## src/rtl/ysyx_22050368_wbck_pkg.sv

```systemverilog
// Shared widths and types for the write-back stage.
package ysyx_22050368_wbck_pkg;

    localparam int unsigned DefXlen       = 64;
    localparam int unsigned DefRfidxWidth = 5;
    localparam int unsigned DefStarveMax  = 4;
    localparam int unsigned CntWidth      = 4;

    typedef enum logic [1:0] {
        SrcNone,
        SrcAlu,
        SrcLsu
    } wbck_src_e;

endpackage

```

## src/rtl/sirv_gnrl_dfflr.sv

```systemverilog
// Load-enabled flop with asynchronous active-low reset to zero.
module sirv_gnrl_dfflr #(
    parameter int unsigned DW = 32
) (
    input  logic          lden,
    input  logic [DW-1:0] dnxt,
    output logic [DW-1:0] qout,
    input  logic          clk,
    input  logic          rst_n
);

    logic [DW-1:0] qout_q;

    always_ff @(posedge clk or negedge rst_n) begin
        if (!rst_n) begin
            qout_q <= '0;
        end else if (lden) begin
            qout_q <= dnxt;
        end
    end

    assign qout = qout_q;

endmodule

```

## src/rtl/ysyx_22050368_wbck.sv

```systemverilog
// Write-back arbiter (LSU priority, ALU anti-starvation) feeding one registered
// register-file write port, plus decode bypass of the staged write.
module ysyx_22050368_wbck
    import ysyx_22050368_wbck_pkg::*;
#(
    parameter int unsigned XLEN        = DefXlen,
    parameter int unsigned RFIDX_WIDTH = DefRfidxWidth,
    parameter int unsigned STARVE_MAX  = DefStarveMax
) (
    input  logic                   clk,
    input  logic                   rst_n,

    input  logic                   alu_wbck_valid,
    output logic                   alu_wbck_ready,
    input  logic [RFIDX_WIDTH-1:0] alu_wbck_idx,
    input  logic [XLEN-1:0]        alu_wbck_dat,

    input  logic                   lsu_wbck_valid,
    output logic                   lsu_wbck_ready,
    input  logic [RFIDX_WIDTH-1:0] lsu_wbck_idx,
    input  logic [XLEN-1:0]        lsu_wbck_dat,

    output logic                   wbck_dest_wen,
    output logic [RFIDX_WIDTH-1:0] wbck_dest_idx,
    output logic [XLEN-1:0]        wbck_dest_dat,

    input  logic [RFIDX_WIDTH-1:0] byp_rs1_idx,
    input  logic [RFIDX_WIDTH-1:0] byp_rs2_idx,
    output logic                   byp_rs1_hit,
    output logic                   byp_rs2_hit,
    output logic [XLEN-1:0]        byp_rs1_dat,
    output logic [XLEN-1:0]        byp_rs2_dat
);

    localparam logic [CntWidth-1:0] StarveMaxCnt = CntWidth'(STARVE_MAX);

    logic                   force_alu;
    wbck_src_e              src;
    logic [RFIDX_WIDTH-1:0] sel_idx;
    logic [XLEN-1:0]        sel_dat;
    logic                   wen_d;
    logic                   wen_q;
    logic [RFIDX_WIDTH-1:0] idx_q;
    logic [XLEN-1:0]        dat_q;
    logic [CntWidth-1:0]    starve_cnt_d;
    logic [CntWidth-1:0]    starve_cnt_q;

    assign force_alu = (starve_cnt_q == StarveMaxCnt);

    always_comb begin
        lsu_wbck_ready = lsu_wbck_valid & ~force_alu;
        alu_wbck_ready = alu_wbck_valid & (~lsu_wbck_valid | force_alu);

        src = SrcNone;
        if (lsu_wbck_ready) begin
            src = SrcLsu;
        end else if (alu_wbck_ready) begin
            src = SrcAlu;
        end

        sel_idx = '0;
        sel_dat = '0;
        unique case (src)
            SrcLsu: begin
                sel_idx = lsu_wbck_idx;
                sel_dat = lsu_wbck_dat;
            end
            SrcAlu: begin
                sel_idx = alu_wbck_idx;
                sel_dat = alu_wbck_dat;
            end
            default: ;
        endcase

        // x0 writes are acknowledged but never reach the register file
        wen_d = (src != SrcNone) && (sel_idx != '0);

        starve_cnt_d = starve_cnt_q;
        if (!alu_wbck_valid || alu_wbck_ready) begin
            starve_cnt_d = '0;
        end else if (lsu_wbck_valid && !force_alu) begin
            starve_cnt_d = starve_cnt_q + 1'b1;
        end
    end

    sirv_gnrl_dfflr #(.DW(1)) u_wen_dff (
        .lden  (1'b1),
        .dnxt  (wen_d),
        .qout  (wen_q),
        .clk   (clk),
        .rst_n (rst_n)
    );

    sirv_gnrl_dfflr #(.DW(RFIDX_WIDTH)) u_idx_dff (
        .lden  (wen_d),
        .dnxt  (sel_idx),
        .qout  (idx_q),
        .clk   (clk),
        .rst_n (rst_n)
    );

    sirv_gnrl_dfflr #(.DW(XLEN)) u_dat_dff (
        .lden  (wen_d),
        .dnxt  (sel_dat),
        .qout  (dat_q),
        .clk   (clk),
        .rst_n (rst_n)
    );

    sirv_gnrl_dfflr #(.DW(CntWidth)) u_cnt_dff (
        .lden  (1'b1),
        .dnxt  (starve_cnt_d),
        .qout  (starve_cnt_q),
        .clk   (clk),
        .rst_n (rst_n)
    );

    assign wbck_dest_wen = wen_q;
    assign wbck_dest_idx = idx_q;
    assign wbck_dest_dat = dat_q;

    // wen is only ever set for a nonzero index, so a hit on x0 is impossible
    assign byp_rs1_hit = wen_q & (byp_rs1_idx == idx_q);
    assign byp_rs2_hit = wen_q & (byp_rs2_idx == idx_q);
    assign byp_rs1_dat = dat_q;
    assign byp_rs2_dat = dat_q;

endmodule

```

## config.mk

```make
export PLATFORM = sky130hd
export DESIGN_NAME = ysyx_22050368_wbck
export DESIGN_NICKNAME = d
export VERILOG_FILES = /design/src/rtl/ysyx_22050368_wbck_pkg.sv /design/src/rtl/sirv_gnrl_dfflr.sv /design/src/rtl/ysyx_22050368_wbck.sv
export SDC_FILE = /design/constraint.sdc
export NUM_CORES = 1
export LEC_CHECK = 0
export ABC_CLOCK_PERIOD_IN_PS = 2400
export CAP_MARGIN = 15
export CORE_AREA = 2 2 137 139
export CTS_BUF_LIST = sky130_fd_sc_hd__clkbuf_4 sky130_fd_sc_hd__clkbuf_8
export DETAILED_ROUTE_END_ITERATION = 8
export DIE_AREA = 0 0 139 141
export PLACE_DENSITY = 0.63
export REMOVE_ABC_BUFFERS = 1
export SKIP_CTS_REPAIR_TIMING = 1
export SLEW_MARGIN = 20
export SYNTH_ARGS = -nofsm -noshare
export SYNTH_HDL_FRONTEND = slang
export SYNTH_SLANG_ARGS = --single-unit
```

## constraint.sdc

```tcl
create_clock -name clk -period 2.4 [get_ports clk]
set_input_delay 0.48 -clock clk [delete_from_list [all_inputs] [get_ports clk]]
set_output_delay 0.48 -clock clk [all_outputs]
set_load 0.05 [all_outputs]
```

==> qor.yml <==
status: "complete, no violations"
drt-initial-drc-count: 121
grt_max_degree: 45
report.final.slew_viol_count: 0
final_cells: 932
fmax_mhz: 444
cpMaxStageDelayCell: "clkdlybuf4s50_1"
antenna_cells: 0
place_area_mm2: 0.00734
synthTopCellsByCount: "130 x buf_4, 74 x dfrtp_1, 68 x inv_1, 64 x a21oi_1, 64 x o32ai_1"
grt_pass1_wl_mm: 23.3
io_pins: 354
grt.total_usage_pct: 15.0
die_x_um: 139
met2_usage_pct: 26.6
drive_gt1_share_pct: 5.30
overflow: 0
cp_cell_sequence: "clkdlybuf4s50_1"
grt-busiest-layer: "met2"
synth_cell_type_count: 24
dp_hpwl_mm: 11.7
critPathRequiredTime_ns: 1.92
routedWlPerCell_um: 16.3
synthCells: 475
worstSetupEndpointType: "primary output"
synth_edf_count: 0
place.gp.congestion: 0.768
power_mw: 5.56
post-place-ws_ns: -0.0726
cts_tree: "built"
layout.nets: 847
tns_ns: 0
cp-start-kind: "flip-flop"
cp_data_arrival_time_ns: 1.77
synth_warnings: 0
initial_core_util_pct: 24.4
power_per_cell_area_mw_per_mm2: 732
hold_violations: 0
postSynthAreaPerCell_um2: 9.40
slew_headroom_pct: 64.7
maxCapViolations: 0
setup_viol: 0
synthesis.area_mm2: 0.00446
worstPathMaxFanout: 4
crit_family: "buffers and inverters"
drt_pre_antenna_iters: 4
grt_antenna_before_repair: 0
routed_via_density: 4.41
yosys_most_used_dff: "dfrtp_1"
synth_most_common_cell: "buf_4"
yosys.area.top_type_share_pct: 41.5
insertion_delay_ns: 0.36
cts_root_buf: "clkbuf_8"
core_mm2: 0.0183
fin_worst_skew_ns: 0.00587
drt_wl_total_mm: 15.2
slowest_delay_ns: 0.87
leakage_nw: 3.16
vias: 4107
rows: 50
clockBufferDepth: 2
cp_num_buf_inv: 1
ant_nets: 0
final_cell_area_mm2: 0.00760
fin_util_pct: 41.6
fp.dieH_um: 141
ys_ff_latch: 74
grtUsageMet1_pct: 17.8
fin_crit_sh_pct: 93.8
rsz0062_at_grt: "false"
ctsHtreeMaxLevel: 3
syn2layout_area_growth_pct: 70.2
whs_ns: 0.0785
finalCriticalPeriod_ns: 2.25
dieArea_mm2: 0.0196
post-route-drc-count: 0
async_flop_share_pct: 100
timing.final.ws_setup_ns: 0.148
cts.sinks: 74
grt_pass1_vias: 4115
met3_usage_pct: 3.74
synth_seq_area_share_pct: 41.5
io_buffer_count: 353
placed_cells: 916
hold_class: "in2async"
cts_buffers: 9
tightestPinTransition_ns: 0.529
path_class: "reg2out"
clkTransAtPathRegs_ns: 0.08
synth_area_leaders: "dfrtp_1 41%, buf_4 22%, o32ai_1 13%"
synth_top_cell_by_area: "dfrtp_1"
irDropWorstVdd_v: 0.000353
[placed cells by master (no fill, tap or decap), types with 2 or more instances in the layout]
cell and instances:
buf_12 8, bufinv_16 3, o32ai_1 64, a21oi_1 64
xnor2_1 3, xor2_1 9, nor2_1 8, ha_1 2
nor4_1 2, nand2_1 6, inv_1 68, dfrtp_1 74
or4_1 2, a221o_1 5, clkdlybuf4s50_1 348, buf_4 9
and3_1 3, clkbuf_8 11
[sequential cells by signal, summed over array words and instances, names as in the netlist]
signal          count
u_cnt_dff.qout      4
u_dat_dff.qout     64
u_idx_dff.qout      5
u_wen_dff.qout      1
[path summary, 6_finish.rpt]
kind,startpoint,end,slack [ns],cells past startpoint
worst min-delay path,rst_n,u_dat_dff.qout[1]$_DFFE_PN0P_,0.08,1
max in group asynchronous,rst_n,u_dat_dff.qout[45]$_DFFE_PN0P_,1.71,2
worst min register to register,u_cnt_dff.qout[0]$_DFFE_PN0P_,u_cnt_dff.qout[0]$_DFFE_PN0P_,0.49,1
worst max register to register,u_cnt_dff.qout[0]$_DFFE_PN0P_,u_idx_dff.qout[4]$_DFFE_PN0P_,0.45,7
worst max-delay path,u_dat_dff.qout[38]$_DFFE_PN0P_,byp_rs1_dat[38],0.15,1
min in group clk,u_cnt_dff.qout[0]$_DFFE_PN0P_,u_cnt_dff.qout[0]$_DFFE_PN0P_,0.49,1
[logic make-up after synthesis]
kind of cell | after synthesis | synth area share (%)
flops | 74 | 41.5
xor+xnor | 12 | 2.36
simple gates | 25 | 2.72
buf+inv | 226 | 31.3
fa+ha+maj | 2 | 0.561
compound gates | 136 | 21.5
[per-layer routing]
layer	vias to the layer above	share of wire [%]
li1	1934	-
met1	1958	41
met3	13	7.1
met2	202	51
met4	0	1.3
met5	-	0
[area by class of cell]
cell class              count  area, um2
flip-flops and latches     74       1850
fillers                  1822      10700
clock buffers              12        159
multi-input cells         175       1230
clock inverters             4       97.6
inverters                  68        255
well taps                 234        293
repair buffers            365       3710
[report_power, final]
| part | internal [mW] | total (mW) | switching [mW] |
|---|---|---|---|
| sequential | 1.38 | 1.56 | 0.176 |
| clock | 0.760 | 1.24 | 0.481 |
| combinational | 0.983 | 2.76 | 1.78 |
| total | 3.12 | 5.56 | 2.43 |
No activity file was read; power rests on OpenSTA's default activity.
